$ cat config.mk
export PLATFORM = sky130hd
export DESIGN_NAME = barrett_for_367
export DESIGN_NICKNAME = d
export VERILOG_FILES = /design/src/rtl/barrett_367_pkg.sv /design/src/rtl/barrett_367_correct.sv /design/src/rtl/barrett_for_367.sv
export SDC_FILE = /design/constraint.sdc
export NUM_CORES = 1
export LEC_CHECK = 0
export ABC_AREA = 0
export CAP_MARGIN = 10
export CORE_MARGIN = 1.5
export CORE_UTILIZATION = 63
export DETAILED_ROUTE_END_ITERATION = 12
export HOLD_SLACK_MARGIN = 0.1
export PLACE_DENSITY_LB_ADDON = 0.3
export SLEW_MARGIN = 10
export SYNTH_ARGS = -nofsm -noshare
export SYNTH_HDL_FRONTEND = slang
export SYNTH_SLANG_ARGS = --single-unit
$ cat constraint.sdc
create_clock -name clk -period 1.38 [get_ports clk]
set_clock_uncertainty 0.2 [all_clocks]
set_input_delay 0.138 -clock clk [delete_from_list [all_inputs] [get_ports clk]]
set_output_delay 0.138 -clock clk [all_outputs]
set_load 0.05 [all_outputs]
$ cat src/rtl/barrett_367_pkg.sv
// rtl/barrett_367_pkg.sv - constants, types and datapath helpers for the p = 367 Barrett reducer
package barrett_367_pkg;

  localparam int unsigned P      = 367;
  localparam int unsigned K      = 18;
  localparam int unsigned MU     = (1 << K) / P;
  localparam int unsigned IN_W   = 17;
  localparam int unsigned Q_W    = 9;
  localparam int unsigned T_W    = 11;
  localparam int unsigned OUT_W  = 9;
  localparam int unsigned MU_W   = 10;
  localparam int unsigned PROD_W = IN_W + MU_W;

  typedef logic [IN_W-1:0]  operand_t;
  typedef logic [Q_W-1:0]   quot_t;
  typedef logic [T_W-1:0]   rem_t;
  typedef logic [OUT_W-1:0] res_t;

  // q = floor(a * MU / 2^K); never exceeds 357 for 17-bit operands
  function automatic quot_t quot_est(input operand_t a);
    logic [PROD_W-1:0] prod;
    prod = PROD_W'(a) * PROD_W'(MU);
    return prod[K +: Q_W];
  endfunction

  // q underestimates by at most two multiples of P, so t fits in [0, 1100]
  function automatic rem_t partial_rem(input operand_t a, input quot_t q);
    operand_t qp;
    qp = IN_W'(q) * IN_W'(P);
    return T_W'(a - qp);
  endfunction

endpackage

$ cat src/rtl/barrett_367_correct.sv
// rtl/barrett_367_correct.sv - two-threshold final correction of the Barrett partial remainder
import barrett_367_pkg::*;

module barrett_367_correct (
  input  rem_t t,
  output res_t r
);

  localparam rem_t P1 = rem_t'(P);
  localparam rem_t P2 = rem_t'(2 * P);

  rem_t t_adj;

  always_comb begin
    t_adj = t;
    if (t >= P2) begin
      t_adj = t - P2;
    end else if (t >= P1) begin
      t_adj = t - P1;
    end
    r = t_adj[OUT_W-1:0];
  end

endmodule

$ cat src/rtl/barrett_for_367.sv
// rtl/barrett_for_367.sv - pipelined a mod 367 reducer; BARRETT_367_PIPE_EN adds a quotient register stage
import barrett_367_pkg::*;

module barrett_for_367 (
  input  logic             clk,
  input  logic             rst_n,
  input  logic             din_valid,
  input  logic [IN_W-1:0]  din_a,
  output logic             dout_valid,
  output logic [OUT_W-1:0] dout_r
);

  rem_t t;
  res_t res;
  logic stage_valid;

  res_t dout_r_d, dout_r_q;
  logic dout_valid_d, dout_valid_q;

`ifdef BARRETT_367_PIPE_EN
  operand_t a_d, a_q;
  quot_t    q_d, q_q;
  logic     v1_d, v1_q;

  always_comb begin
    a_d         = din_a;
    q_d         = quot_est(din_a);
    v1_d        = din_valid;
    t           = partial_rem(a_q, q_q);
    stage_valid = v1_q;
  end

  always_ff @(posedge clk or negedge rst_n) begin
    if (!rst_n) begin
      a_q  <= '0;
      q_q  <= '0;
      v1_q <= 1'b0;
    end else begin
      a_q  <= a_d;
      q_q  <= q_d;
      v1_q <= v1_d;
    end
  end
`else
  always_comb begin
    t           = partial_rem(din_a, quot_est(din_a));
    stage_valid = din_valid;
  end
`endif

  barrett_367_correct u_correct (
    .t (t),
    .r (res)
  );

  // the residue register only loads on valid so dout_r holds across bubbles
  always_comb begin
    dout_valid_d = stage_valid;
    dout_r_d     = stage_valid ? res : dout_r_q;
  end

  always_ff @(posedge clk or negedge rst_n) begin
    if (!rst_n) begin
      dout_valid_q <= 1'b0;
      dout_r_q     <= '0;
    end else begin
      dout_valid_q <= dout_valid_d;
      dout_r_q     <= dout_r_d;
    end
  end

  assign dout_valid = dout_valid_q;
  assign dout_r     = dout_r_q;

endmodule

==> run metrics, run 1 <==
Ports 30; synth top area cells ha_1, fa_1, inv_1, xnor2_1, dfrtp_1; CTS Sinks 10; warnings from Yosys 0; Root Driver clkbuf_8; top cell type's share of synthesized area between 20% and 30%; CTS Buf Count 3; Final HPWL DP 14,500 um; Die Span Y approximately 95 um; final RePlAce weighted congestion approximately 0.9; CTS Buffer Depth 2; number of synthesized flops with an enable pin 0; most frequent cells after synthesis inv_1, ha_1, fa_1, nor2_1, xnor2_1; Initial Util between 60% and 70%; area leader, netlist ha_1; register area share after synthesis approximately 4.7%; Rows 33; most common cell in the netlist inv_1; Post-CTS Setup Inserts 23; Synth cell types between 70 and 80; chip width 94.8 um; post-CTS sizing approximately 140; dominant synthesized flop cell dfrtp_1; #FFs+latches synth 10; Mapped Area 5310 um2; syn_nets between 700 and 800; H-tree depth 1; post-synthesis cell count about 610; error msg [ERROR DPL-0033] detailed placement checks failed during check placement.; status aborted with a tool error; synthesized area per cell between 8 and 9 um2; I/O Buffers 29; Failed at clock tree synthesis (4_1_cts); ys async rst share between 90% and 100%
==> per-stage QoR <==
stage	cell area [um2]	util, %	worst slack (ps)	hold WS (ps)	std cells
2_1_floorplan	5590	-	-7030	-358	614
3_5_place_dp	7250	88.7	-8270	312	898
3_3_place_gp	7250	88.7	-7830	302	898
==> cell families after synthesis <==
group                      after synthesis  synth area share, %
buffers and inverters                  167                 11.9
adders and majority gates              162                 46.8
AOI/OAI and AO/OA                      124                 18.1
and+or+nand+nor                        107                 9.80
xor gates and xnor gates                39                 7.61
DFF                                     10                 4.71
muxes                                    5                 1.08
==> run 2: changes to the inputs <==
- CORE_UTILIZATION: 63 -> 40
- HOLD_SLACK_MARGIN: 0.1 -> unset
- PLACE_DENSITY_LB_ADDON: 0.3 -> 0.15
==> run metrics, run 2 <==
Critical Path End Type flip-flop; CTS Buffer Depth 2; Final Core Density roughly two thirds; critical-path maximum fanout 6; CP Launch Type input pin; placed inst area between 7000 and 8000 um2; crit path DAT approximately 8600 ps; n_diodes 0; most frequent cells in the layout buf_4, inv_1, ha_1; syn_nets ~800; synth top area cells ha_1, fa_1, inv_1, xnor2_1, dfrtp_1; final RePlAce weighted congestion 0.906; Min-Delay Path Class in -> async; Initial Util around two fifths; number of synthesized flops with an enable pin 0; Mapped Area around 5300 um2; antenna viol nets, final 0; register area share after synthesis roughly 4.7%; Max-Cap Viols 0; area leader, netlist ha_1; vias in the first global route between 5k and 6k; warnings from Yosys 0; unrepaired setup endpoints after global routing true; most common cell in the netlist inv_1; Slew Limit Fails 0; Die Span Y roughly 120 um; Rows between 40 and 50; chip width approximately 120 um; ys async rst share 100%; number of fillers in the final layout just over 1k; clk_lat worst skew ~230 ps; #FFs+latches synth 10; hold_buf cts 0; Initial DRT Pass Iterations 4; Final Non-Filler Cells about 1,000; FF/Latch Area around 250 um2; DRT iter0 DRCs around 190; initial antenna violation count 0; H-tree depth 1; Final HPWL DP 12,400 um; Largest delay share family, worst path adder cells; synthesized area per cell a little under 9 um2; Synth cell types slightly below 80; Area growth, synth to finish 56.0%; Most common cell on crit path ha_4; Setup violations, final 9; via count 4,962; Rel. slew slack roughly 58%; CTS Sinks 10; clock slew at reported path FFs about 40 ps; critical path's slowest cell fa_1; dominant synthesized flop cell dfrtp_1; Total GRT Usage roughly 22%; top cell type's share of synthesized area 23.8%; DR vias/cell approximately 5; post-route setup slack -7290 ps; CP Class in -> reg; WL per Instance about 15 um; Residual DRC 0; status complete, but fails checks; Placed Cells 960; design area 8280 um2; R2R Setup Slk 60 ps; CTS tree done; commonest non-fill, non-tap cell in the layout buf_4; Root Driver clkbuf_16; reg2reg start dout_r[4]; grt total ovfl 0; I/O Buffers 29; CTS Buf Count 3; global-route wire length before repair ~26,000 um; largest stage delay on the critical path 510 ps; part of the cycle the worst path needs 628%; Hold Slack approximately 1 ps; WL final approximately 15,000 um; largest net degree at the start of global routing 15; area of the multi-input gates between 5000 and 6000 um2; Core Region ~13,000 um2; final hold violations 0; Ports 30; minimum clock period between 8000 and 9000 ps; layout cells sized above 1 42.7%; sum of buffers and inverters on the critical path 7; reg2reg end dout_r[4]; Worst R2R Path Depth 2; WP data required 1300 ps; Fmax achieved 115 MHz; Largest register FFs 9; post-synthesis cell count ~610; failing checks negative setup slack; most frequent cells after synthesis inv_1, ha_1, fa_1, nor2_1, xnor2_1; final net count around 1k; die area 14,000 um2; Least-Margin Pin Slew roughly 630 ps
-- run 2: cell counts after synthesis --
Identical to the previous run, type by type.
-- run 2: stage by stage --
stage	TNS (ps)	setup WS [ps]
after floorplan	-62430	-7030
after global placement	-71900	-8050
after detailed placement	-73240	-8210
after CTS	-64860	-7250
after global routing	-67840	-7580
final	-65060	-7290
-- run 2: how the worst max path moves through the flow --
stage             start   endpoint  depth (start not counted)
2_1_floorplan  din_a[7]  dout_r[5]                         35
3_3_place_gp   din_a[3]  dout_r[7]                         33
3_5_place_dp   din_a[3]  dout_r[7]                         36
4_1_cts        din_a[5]  dout_r[5]                         36
5_1_grt        din_a[5]  dout_r[4]                         35
6_report       din_a[6]  dout_r[4]                         35
-- run 2: cell families (layout without fill, tap and decap cells) --
kind of cell / after synthesis / count (layout) / share of synthesized area [%]
adder cells (fa/ha/maj): 162 / 162 / 46.8
XOR/XNOR: 39 / 39 / 7.61
multiplexers: 5 / 5 / 1.08
buffers and inverters: 167 / 377 / 11.9
flip-flops: 10 / 10 / 4.71
AO/OA/AOI/OAI: 124 / 124 / 18.1
AND/OR/NAND/NOR: 107 / 107 / 9.80
-- run 2: area by class of cell --
type	instances	area share (%)
multi-input combinational	437	64.5
tap	172	2.60
timing repair buffer	213	21.6
clock buffer	3	0.906
sequential	10	3.02
inverter	161	7.33
-- run 2: layer usage --
metal,share of wire (%),global-route usage [%],vias up
met5,0,0,-
li1,-,-,2474
met1,47,29.4,2446
met3,0.98,1.21,8
met4,0.53,2.74,0
met2,52,41.4,34
-- run 2: what timing repair did --
item / 4_1_cts / 5_1_grt
endpoints found under the setup margin: 9 / 9
pin swaps: 81 / 36
hold endpoints to repair: 0 / 0
gates resized for setup: 136 / 42
buffers inserted: 29 / 6
cloned: 0 / 0
Power of run 2 is left out: the tool's default activity adds up to more than one toggle a clock period on the data nets, which glitch-free logic cannot reach.
==> run 3: changes to the inputs <==
- HOLD_SLACK_MARGIN: unset -> 0.05
- PLACE_DENSITY_LB_ADDON: 0.15 -> 0.25
==> run metrics, run 3 (synthesis gave the netlist of run 2 again) <==
initial antenna violation count 0; crit path DAT 8580 ps; reg2reg start dout_r[4]; Residual DRC 0; post-route setup slack -7280 ps; Most common cell on crit path fa_1; largest stage delay on the critical path 510 ps; Least-Margin Pin Slew between 600 and 700 ps; WP data required 1290 ps; Total GRT Usage between 20% and 30%; clock slew at reported path FFs roughly 40 ps; minimum clock period about 8700 ps; part of the cycle the worst path needs 628%; min-delay src dout_r[0]; Area growth, synth to finish 56.6%; grt total ovfl 0; R2R Setup Slk 90 ps; chip width 118 um; most frequent cells in the layout buf_4, inv_1, ha_1; global-route wire length before repair around 25,000 um; vias in the first global route 5,517; Post-Place Setup Slack -8130 ps; critical path's slowest cell fa_1; commonest non-fill, non-tap cell in the layout buf_4; failing checks negative setup slack; FF/Latch Area about 250 um2; number of fillers in the final layout a little under 1k; WL final 15,000 um; Crit. Startpoint din_a[5]; Critical Path End Type flip-flop; WL per Instance 15.0 um; DR vias/cell between 5 and 6; Min-Delay Path Class reg -> reg; Ports 30; I/O Buffers 29; final RePlAce weighted congestion between 0.9 and 1; Slew Limit Fails 0; H-tree depth 1; CP Launch Type input pin; clk_lat worst skew roughly 240 ps; CTS tree done; CTS Buffer Depth 2; Fmax achieved 115 MHz; Final Core Density 65.1%; antenna viol nets, final 0; via count a little over 5k; CTS Sinks 10; die area 14,000 um2; Final Non-Filler Cells 1,005; Setup violations, final 9; layout cells sized above 1 between 40% and 50%; Final HPWL DP about 12,000 um; final net count a little over 1k; Initial DRT Pass Iterations 5; final hold violations 0; status complete, but fails checks; Rel. slew slack slightly below 60%; n_diodes 0; setup TNS -65,120 ps; CP Class in -> reg; Largest register FFs 9; Core Region about 13,000 um2; unrepaired setup endpoints after global routing true; area of the multi-input gates ~5300 um2; CTS Buf Count 3; Rows 41; Max-Cap Viols 0; Initial Util ~42%; critical-path maximum fanout 5; Die Span Y roughly 120 um; Root Driver clkbuf_16; largest net degree at the start of global routing 15; Placed Cells slightly below 1k; DRT iter0 DRCs just under 200
## run 3: worst max-delay path, delay by kind of cell
family	cells	cell delay, ps
AO/OA/AOI/OAI	10	2520
XOR/XNOR	2	240
buffers and inverters	9	880
AND/OR/NAND/NOR	2	420
adder cells (fa/ha/maj)	11	4390
## run 3: stage by stage
stage | hold slack (ps) | area (um2)
floorplan | -358 | 5590
global placement | 246 | 7400
detailed placement | 243 | 7400
CTS | 344 | 8100
global route | 403 | 8310
finish | 353 | 8310
## run 3: area by class of cell
type | count | share of cell area, %
sequential | 10 | 3.01
clock buffer | 4 | 1.07
inverter | 161 | 7.30
timing repair buffer | 221 | 22.3
tap | 172 | 2.59
multi-input combinational | 437 | 63.7
## run 3: final timing paths
path                             end  cells past startpoint
setup / recovery           dout_r[7]                     34
hold / removal             dout_r[0]                      2
setup reg to reg           dout_r[4]                      2
hold reg to reg            dout_r[0]                      2
max in group asynchronous  dout_r[5]                      3
min in group asynchronous  dout_r[2]                      3
## run 3: what timing repair did
action | in CTS | in global routing
setup buffers | 24 | 4
hold buffers | 1 | 0
gates resized for setup | 140 | 41
endpoints found under the setup margin | 9 | 9
pin swaps | 100 | 47
hold endpoints to repair | 10 | 0
## run 3: layer usage
metal  routed length (um)  part of all wire (%)  global-route usage [%]  vias up
li1                     -                     -                       -     2499
met1                 6500                    43                    27.3     2471
met2                 7910                    53                    41.1       98
met3                  493                   3.3                    1.98       14
met4                  142                  0.94                    2.06        0
met5                    0                     0                       0        -
Power of run 3 is left out for the same reason.
